<file path="src/rtl/apb_periph_pkg.sv">
// ============================================================================
// Module   : apb_periph_pkg
// Brief    : Shared constants and checker state type for the APB peripheral bank
// Revision : 1.0
// ============================================================================
`default_nettype none

package apb_periph_pkg;

    localparam int NUM_SLV = 3;
    localparam int NUM_REG = 8;
    localparam int IDX_W   = $clog2(NUM_REG);
    localparam int NUM_RW  = 6;
    localparam int CNT_W   = 16;

    localparam logic [IDX_W-1:0] IDX_CNT = IDX_W'(6);
    localparam logic [IDX_W-1:0] IDX_ID  = IDX_W'(7);

    localparam logic [31:0] ID_BASE = 32'hA9B0_0000;

    typedef enum logic [1:0] {
        IDLE   = 2'd0,
        SETUP  = 2'd1,
        ACCESS = 2'd2
    } apb_st_e;

endpackage

`default_nettype wire

</file>
<file path="src/rtl/apb_reg_slave.sv">
// ============================================================================
// Module   : apb_reg_slave
// Brief    : One APB slave: six RW words, a read-only write counter and an ID word
// Revision : 1.0
// ============================================================================
`default_nettype none

module apb_reg_slave #(
    parameter int          NUM_REG  = apb_periph_pkg::NUM_REG,
    parameter logic [31:0] ID_VALUE = apb_periph_pkg::ID_BASE
) (
    input  logic                       clk,
    input  logic                       rst_n,
    input  logic                       i_wr_en,
    input  logic [$clog2(NUM_REG)-1:0] i_idx,
    input  logic [31:0]                i_wdata,
    output logic [31:0]                o_rdata
);
    import apb_periph_pkg::*;

    localparam int IW = $clog2(NUM_REG);
    localparam logic [IW-1:0] c_IDX_CNT = IW'(IDX_CNT);
    localparam logic [IW-1:0] c_IDX_ID  = IW'(IDX_ID);
    localparam logic [IW-1:0] c_NUM_RW  = IW'(NUM_RW);

    logic [31:0]      r_regs [NUM_RW];
    logic [CNT_W-1:0] r_cnt;
    logic             w_rw_hit;

    assign w_rw_hit = (i_idx < c_NUM_RW);

    // Only RW words are written and counted; the counter wraps naturally
    always_ff @(posedge clk) begin
        if (!rst_n) begin
            for (int i = 0; i < NUM_RW; i++) begin
                r_regs[i] <= '0;
            end
            r_cnt <= '0;
        end else if (i_wr_en && w_rw_hit) begin
            r_regs[i_idx] <= i_wdata;
            r_cnt         <= r_cnt + CNT_W'(1);
        end
    end

    always_comb begin
        o_rdata = '0;
        if (i_idx == c_IDX_CNT) begin
            o_rdata = {{(32-CNT_W){1'b0}}, r_cnt};
        end else if (i_idx == c_IDX_ID) begin
            o_rdata = ID_VALUE;
        end else if (w_rw_hit) begin
            o_rdata = r_regs[i_idx];
        end
    end

endmodule

`default_nettype wire

</file>
<file path="src/rtl/apb_periph_bank.sv">
// ============================================================================
// Module   : apb_periph_bank
// Brief    : APB register bank behind the AHB-to-APB bridge; optional protocol
//            checker enabled by defining APB_PROTO_CHECK_EN
// Revision : 1.0
// ============================================================================
`default_nettype none

module apb_periph_bank #(
    parameter int          NUM_SLV = apb_periph_pkg::NUM_SLV,
    parameter int          NUM_REG = apb_periph_pkg::NUM_REG,
    parameter logic [31:0] ID_BASE = apb_periph_pkg::ID_BASE
) (
    input  logic               Hclk,
    input  logic               Hresetn,
    input  logic [NUM_SLV-1:0] Pselx,
    input  logic               Penable,
    input  logic               Pwrite,
    input  logic [31:0]        Paddr,
    input  logic [31:0]        Pwdata,
    output logic [31:0]        Prdata,
    output logic               proto_err
);
    import apb_periph_pkg::*;

    localparam int IW = $clog2(NUM_REG);

    logic [IW-1:0]      w_idx;
    logic               w_onehot;
    logic               w_rd_setup;
    logic [NUM_SLV-1:0] w_wr_en;
    logic [31:0]        w_slv_rdata [NUM_SLV];
    logic [31:0]        w_rd_mux;
    logic [31:0]        r_prdata;

    assign w_idx      = Paddr[IW+1:2];
    assign w_onehot   = $onehot(Pselx);
    assign w_rd_setup = (Pselx != '0) && !Penable && !Pwrite;

    generate
        for (genvar s = 0; s < NUM_SLV; s++) begin : g_slv
            assign w_wr_en[s] = (Pselx == (NUM_SLV'(1) << s)) && Penable && Pwrite;

            apb_reg_slave #(
                .NUM_REG  (NUM_REG),
                .ID_VALUE (ID_BASE | 32'(s))
            ) u_slv (
                .clk     (Hclk),
                .rst_n   (Hresetn),
                .i_wr_en (w_wr_en[s]),
                .i_idx   (w_idx),
                .i_wdata (Pwdata),
                .o_rdata (w_slv_rdata[s])
            );
        end
    endgenerate

    always_comb begin
        w_rd_mux = '0;
        for (int s = 0; s < NUM_SLV; s++) begin
            if (Pselx[s]) begin
                w_rd_mux = w_rd_mux | w_slv_rdata[s];
            end
        end
    end

    // Read data is captured at SETUP so it stays stable across ACCESS
    always_ff @(posedge Hclk) begin
        if (!Hresetn) begin
            r_prdata <= '0;
        end else if (w_rd_setup) begin
            r_prdata <= w_onehot ? w_rd_mux : 32'h0;
        end
    end

    assign Prdata = r_prdata;

`ifdef APB_PROTO_CHECK_EN
    apb_st_e            r_state;
    apb_st_e            w_state_nxt;
    logic [31:0]        r_paddr;
    logic [31:0]        r_pwdata;
    logic               r_pwrite;
    logic [NUM_SLV-1:0] r_psel;
    logic               r_mask;
    logic               r_proto_err;
    logic               w_viol;
    logic               w_mask_nxt;
    logic               w_valid_setup;
    logic               w_changed;

    assign w_valid_setup = w_onehot && !Penable;
    assign w_changed     = (Paddr != r_paddr) || (Pwrite != r_pwrite) || (Pselx != r_psel) ||
                           (r_pwrite && (Pwdata != r_pwdata));

    always_comb begin
        w_state_nxt = r_state;
        w_viol      = (Pselx != '0) && !w_onehot;
        case (r_state)
            IDLE: begin
                if (Penable) begin
                    w_viol = 1'b1;
                end else if (w_valid_setup) begin
                    w_state_nxt = SETUP;
                end
            end
            SETUP: begin
                if (Pselx == '0) begin
                    w_viol = 1'b1;
                end else if (Penable) begin
                    if (w_changed) begin
                        w_viol = 1'b1;
                    end
                    w_state_nxt = ACCESS;
                end
            end
            ACCESS: begin
                if (Pselx == '0) begin
                    w_state_nxt = IDLE;
                end else if (w_valid_setup) begin
                    w_state_nxt = SETUP;
                end
            end
            default: w_state_nxt = IDLE;
        endcase
        if (w_viol) begin
            w_state_nxt = w_valid_setup ? SETUP : IDLE;
        end
        // One report per broken transfer: mask until the bus idles or restarts cleanly
        w_mask_nxt = r_mask;
        if (w_viol) begin
            w_mask_nxt = 1'b1;
        end else if ((Pselx == '0) || w_valid_setup) begin
            w_mask_nxt = 1'b0;
        end
    end

    always_ff @(posedge Hclk) begin
        if (!Hresetn) begin
            r_state     <= IDLE;
            r_mask      <= 1'b0;
            r_proto_err <= 1'b0;
            r_paddr     <= '0;
            r_pwdata    <= '0;
            r_pwrite    <= 1'b0;
            r_psel      <= '0;
        end else begin
            r_state     <= w_state_nxt;
            r_mask      <= w_mask_nxt;
            r_proto_err <= w_viol && !r_mask;
            if (w_valid_setup) begin
                r_paddr  <= Paddr;
                r_pwdata <= Pwdata;
                r_pwrite <= Pwrite;
                r_psel   <= Pselx;
            end
        end
    end

    assign proto_err = r_proto_err;
`else
    logic w_unused_paddr;

    assign w_unused_paddr = ^{Paddr[31:IW+2], Paddr[1:0]};
    assign proto_err      = 1'b0;
`endif

endmodule

`default_nettype wire

</file>
<file path="config.mk">
export PLATFORM = sky130hd
export DESIGN_NAME = apb_periph_bank
export DESIGN_NICKNAME = d
export VERILOG_FILES = /design/src/rtl/apb_periph_pkg.sv /design/src/rtl/apb_reg_slave.sv /design/src/rtl/apb_periph_bank.sv
export SDC_FILE = /design/constraint.sdc
export NUM_CORES = 1
export LEC_CHECK = 0
export CAP_MARGIN = 5
export CORE_AREA = 3 3 228 230
export DETAILED_ROUTE_END_ITERATION = 8
export DIE_AREA = 0 0 231 233
export PLACE_DENSITY = 0.8
export SLEW_MARGIN = 20
export SYNTH_ARGS = -nofsm -noshare
export SYNTH_HDL_FRONTEND = slang
export SYNTH_HIERARCHICAL = 1
export SYNTH_SLANG_ARGS = --single-unit
</file>
<file path="constraint.sdc">
create_clock -name Hclk -period 5.5 [get_ports Hclk]
set_input_delay 1.1 -clock Hclk [delete_from_list [all_inputs] [get_ports Hclk]]
set_output_delay 1.1 -clock Hclk [all_outputs]
set_load 0.01 [all_outputs]
</file>
==> out/results.ini, run 1 <==
[global_route]
grt_use_total_pct=28.6
first_global_vias=19701
grt_max_degree=133
grt_pass1_wl_um=116000
antenna_found_initial=0
overflow=0

[drt]
detail-route-antenna-nets=0
vias=19373
post-route-drc-count=0
wire_per_inst_um=24.1
drt-total-wl_um=75000
first_iter_violations=2604
dr.pass1.iters=7
routed_via_density=6.24

[placed_design]
gp_congestion=0.873
post-place-ws_ns=1.36
place_inst=2985
io_buffer_count=73
dp.final_hpwl_um=46600

[logic_synthesis]
synth_top_family_by_area=simple AND/OR/NAND/NOR gates
syn-mean-instance-area_um2=12.8
synth-xor-area-share_pct=0.875
synth_ff_type=edfxtp_1
yosysSeqAreaShare_pct=62.9
syn-cell-area_mm2=0.0300
synthMuxAreaShare_pct=12.5
ys_warn_count=6
synth_simple_gate_area_share_pct=14.9
synth_fa_ha_area_share_pct=0.192
syn-num-nets=2418
ys_ff_latch=656
synthCells=2343
synth_compound_area_share_pct=4.25
synth_edf_count=576
ys_types=43
async_reset_ff_share_pct=0

[sta]
fmax_mhz=281
period_share_pct=64.6
tightest_slew_ns=1.08
hold_viol=0
fin_crit_ns=3.55
clock_skew_ns=0.0203
rsz0062_at_grt=false
setup_ws_ns=1.95
max-slew-margin-rel_pct=28.1
totalNegativeSetupSlack_ns=0
final-max-slew-violation-count=0
finalSetupViolCount=0

[power_and_ir_drop]
peakVddDrop_mv=0.344
p_sw_uw=2410
cell_internal_pwr_uw=8570
p_seq_share_pct=51.9
p_clk_share_pct=40.6
totalPowerFinal_uw=11000
combPwrFrac_pct=7.6
power_density_mw_per_mm2=326
switching_share_pct=21.9
p_leak_uw=0.0125

[critical_path]
worstSetupStartpointType=input pin
path_class=input pin to flip-flop
cp_data_required_time_ns=5.78
cp.arrival_ns=3.83
critPathMaxFanout=33
endpoint_kind=flip-flop

[floorplan]
die_width_um=231
die_h_um=233
core-area_mm2=0.0501
num_rows=82
start_util_pct=60.0
die_area_mm2=0.0538
io-pin-count=104

[finish]
finalNetCount=2458
final_cells=3106
drive_gt1_share_pct=13.5
fillers=3482
synthToLayoutAreaGrowth_pct=12.2
n_antenna_cell=0
final-seq-area_mm2=0.0189
layout_common_cells=edfxtp_1 (576), nor2_1 (222), nand2_1 (217)
utilization_pct=67.3
final_common_cell=edfxtp_1
multiInputGateArea_mm2=0.00991

[status]
status=finished, final reports clean

[clock_network]
clock-sinks=656
cts.htree.levels=3
cts_tree=yes
cts_setup_buffers=0
clock_path_buffers=3
cts_resized=0
path_clk_slew_ns=0.06
numCtsBuffers=68
clk_latency_ns=0.60
hold_buffers=0
clock_tree.root_cell=clkbuf_16

[hold_path]
min_path_type=flip-flop to flip-flop

[job]
maxCapViolCount=0

[kinds of logic (layout without fill, tap and decap cells)]
logic type	Yosys count	count (layout)
and+or+nand+nor	888	888
AOI/OAI and AO/OA	193	193
DFF	656	656
xor gates and xnor gates	30	30
adders and majority gates	4	4
other	1	1
buffers and inverters	322	413
muxes	249	249
[power by group through the flow]
stage	Clock, uW	Combinational (uW)	Sequential [uW]
2_1_floorplan	0	491	5780
3_3_place_gp	0	799	5780
3_5_place_dp	0	816	5800
4_1_cts	4510	822	5690
5_1_grt	4710	875	5710
6_report	4450	830	5690
[cell usage after synthesis, types with 3 or more instances]
library cell,instances,area (um2)
o221ai_1,23,201
nand3_2,3,30.0
a222oi_1,32,320
or4_4,3,33.8
buf_6,4,45.0
nand4_1,12,75.1
buf_2,32,160
a21oi_1,18,90.1
nand2b_1,47,294
mux2_2,48,541
edfxtp_1,576,17300
clkinv_1,3,11.3
mux4_2,96,2160
nor4_1,6,37.5
nor3_1,16,80.1
nand3_1,9,45.0
and2_1,192,1200
nand2_1,217,815
o22ai_1,27,169
o31ai_1,3,22.5
nor2b_1,24,150
buf_4,4,30.0
and3_1,96,601
mux2i_1,105,1050
xor2_1,9,78.8
o21ai_0,84,420
or2_1,3,18.8
buf_8,3,45.0
or3_1,19,119
ha_1,3,37.5
buf_1,14,52.6
nor2_1,228,856
a21boi_0,3,22.5
clkbuf_1,114,428
a21bo_1,3,30.0
xnor2_1,21,184
nor4b_1,6,52.6
or4_1,6,45.0
inv_1,148,556
dfxtp_1,80,1600
[worst max-delay path: stages]
cell	delay, ns
clkdlybuf4s50_1	0.62
nor4b_1	0.40
buf_4	0.21
nand2_1	0.14
or3_1	0.37
buf_4	0.29
nand2_1	0.39
buf_12	0.26
[flip-flops by register name, summed over array words and instances, names as in the netlist]
signal,count
g_slv.u_slv/r_regs,576
g_slv.u_slv/r_cnt,48
Prdata,32
[layer usage]
metal | vias up | global-route usage [%] | wire length (um)
met5 | - | 0 | 0
met3 | 139 | 5.47 | 8720
met1 | 9653 | 38.7 | 27500
li1 | 8518 | - | -
met2 | 1063 | 47.3 | 36500
met4 | 0 | 9.14 | 2230
[through the flow]
stage / hold slack [ns] / instance area [um2]
after floorplan: 0.458 / 30000
after global placement: 0.450 / 31600
after detailed placement: 0.453 / 31600
after CTS: 0.461 / 33700
after global routing: 0.478 / 33700
final: 0.457 / 33700
[cell type report]
cell class,count,area share [%]
Multi-Input combinational cell,1365,29.4
Tap cell,672,2.49
Clock inverter,26,0.657
Clock buffer,95,5.69
Inverter,151,1.68
Timing Repair Buffer,141,4.02
Sequential cell,656,56.1
[path summary, 6_finish.rpt]
path | cells past startpoint | startpoint | endpoint | slack [ns]
setup / recovery | 8 | Pselx[0] | g_slv[2].u_slv/r_regs[1][5] | 1.95
hold / removal | 2 | Prdata[8] | Prdata[8] | 0.46
setup reg to reg | 5 | g_slv[0].u_slv/r_regs[1][0] | Prdata[0] | 3.16
hold reg to reg | 2 | Prdata[8] | Prdata[8] | 0.46
Power figures use the tool's default switching activity.
==> run 2: changes to the inputs <==
==> constraint.sdc (replaced) <==
create_clock -name Hclk -period 3.65 [get_ports Hclk]
set_input_delay 0.73 -clock Hclk [delete_from_list [all_inputs] [get_ports Hclk]]
set_output_delay 0.73 -clock Hclk [all_outputs]
set_load 0.01 [all_outputs]
==> run 2 against run 1 <==
Total power rose by 53%. Routed wire length rose by 3.2%. Worst hold slack got worse by 0.0013 ns. Via count rose by 2.7%. Sequential cell count did not move. Clock power rose by 56%. Final cell count rose by 1.1%. Core utilization rose by 1.2 points. First-iteration DRC count fell by 4.1%. Clock-buffer cell count rose by 4. Critical path depth did not move. Setup slack got worse by 1.4 ns. Critical path type unchanged. Critical endpoint is now g_slv[0].u_slv/r_regs[0][11].
==> out/results.ini, run 2 (synthesis gave the netlist of run 1 again) <==
[critical_path]
cp_data_required_time_ns=3.92
worstSetupStartpointType=input pin
path_class=input pin to flip-flop
endpoint_kind=flip-flop
critPathMaxFanout=16
cp.arrival_ns=3.34

[clock_network]
path_clk_slew_ns=0.06
hold_buffers=0
numCtsBuffers=68
cts_setup_buffers=0
clock_tree.root_cell=clkbuf_16
clk_latency_ns=0.60
cts.htree.levels=3
cts_resized=0
clock_path_buffers=3
clock-sinks=656
cts_tree=yes

[floorplan]
die_h_um=233
io-pin-count=104
start_util_pct=60.0
die_width_um=231
die_area_mm2=0.0538
num_rows=82
core-area_mm2=0.0501

[placed_design]
gp_congestion=0.873
dp.final_hpwl_um=48100
io_buffer_count=73

[sta]
max-slew-margin-rel_pct=43.1
hold_viol=0
period_share_pct=84.3
final-max-slew-violation-count=0
tightest_slew_ns=0.851
clock_skew_ns=0.0263
fin_crit_ns=3.08
fmax_mhz=325
totalNegativeSetupSlack_ns=0
hold_ws_ns=0.456
rsz0062_at_grt=false
finalSetupViolCount=0

[finish]
final_common_cell=edfxtp_1
drive_gt1_share_pct=15.3
utilization_pct=68.5
synthToLayoutAreaGrowth_pct=14.2
finalNetCount=2487
largest_register_ffs=576
top_register=g_slv.u_slv/r_regs
layout_common_cells=edfxtp_1 (576), nor2_1 (222), nand2_1 (217)

[hold_path]
min_path_type=flip-flop to flip-flop

[power_and_ir_drop]
p_seq_share_pct=51.0
p_clk_share_pct=41.2
cell_internal_pwr_uw=13200
combPwrFrac_pct=7.8
p_leak_uw=0.0128
peakVddDrop_mv=0.455
p_sw_uw=3670
power_density_mw_per_mm2=491
switching_share_pct=21.8

[drt]
vias=19894
dr.pass1.iters=9
post-route-drc-count=0
detail-route-antenna-nets=0
wire_per_inst_um=24.7
first_iter_violations=2498
drt-total-wl_um=77400
routed_via_density=6.34

[global_route]
grt_max_degree=92
grt_use_total_pct=29.1
grt_pass1_wl_um=117000
first_global_vias=19790
overflow=0
antenna_found_initial=6

[job]
maxCapViolCount=0

[status]
status=finished, final reports clean

run 2: cell count changes in the layout (fill, tap and decap cells not counted), sizes merged:
cell,previous run,this run
buf,72,101
clkbuf,95,99
clkinv,23,20
clkinvlp,1,0
diode,0,3
inv,149,150
run 2: final timing paths:
| kind | slack (ns) | depth (start not counted) | to | from |
|---|---|---|---|---|
| min | 0.46 | 2 | Prdata[16] | Prdata[16] |
| max | 0.57 | 8 | g_slv[0].u_slv/r_regs[0][11] | Pwrite |
| max reg2reg | 1.40 | 5 | Prdata[12] | g_slv[0].u_slv/r_regs[4][12] |
| min reg2reg | 0.46 | 2 | Prdata[16] | Prdata[16] |
run 2: final cells by class:
cell class              instances  area, um2
well taps                     672        841
clock inverters                23        223
fillers                      3398      15700
inverters                     151        567
diodes                          3       7.51
repair buffers                170       1840
clock buffers                  99       2030
multi-input cells            1365       9910
flip-flops and latches        656      18900
run 2: critical path, cell delays in order:
cell and delay, ns:
clkdlybuf4s50_1 0.68, nand2_1 0.17, nor4b_1 0.41, buf_4 0.24
nand2_1 0.16, or4_1 0.49, nand2_1 0.16, buf_4 0.30
run 2: per-layer routing:
| layer | GRT usage, % | wire, um |
|---|---|---|
| met1 | 38.3 | 28200 |
| met2 | 46.7 | 36700 |
| met3 | 6.05 | 7970 |
| met4 | 14.0 | 4390 |
| met5 | 0 | 47 |
run 2: through the flow:
stage               worst slack (ns)  instance area [um2]  instances  power [uW]
detailed placement            0.0624                32100       3014       10000
floorplan                    0.00403                30000       2343        9450
CTS                            0.683                34300       3136       16900
global placement               0.226                32100       3014        9970
finish                         0.573                34300       3139       16800
global route                   0.406                34300       3136       17300
run 2: power groups by stage:
stage / clock, uW / combinational, uW / sequential (uW)
2_1_floorplan: 0 / 740 / 8710
3_3_place_gp: 0 / 1270 / 8700
3_5_place_dp: 0 / 1300 / 8740
4_1_cts: 7010 / 1310 / 8580
5_1_grt: 7320 / 1380 / 8610
6_report: 6940 / 1310 / 8580
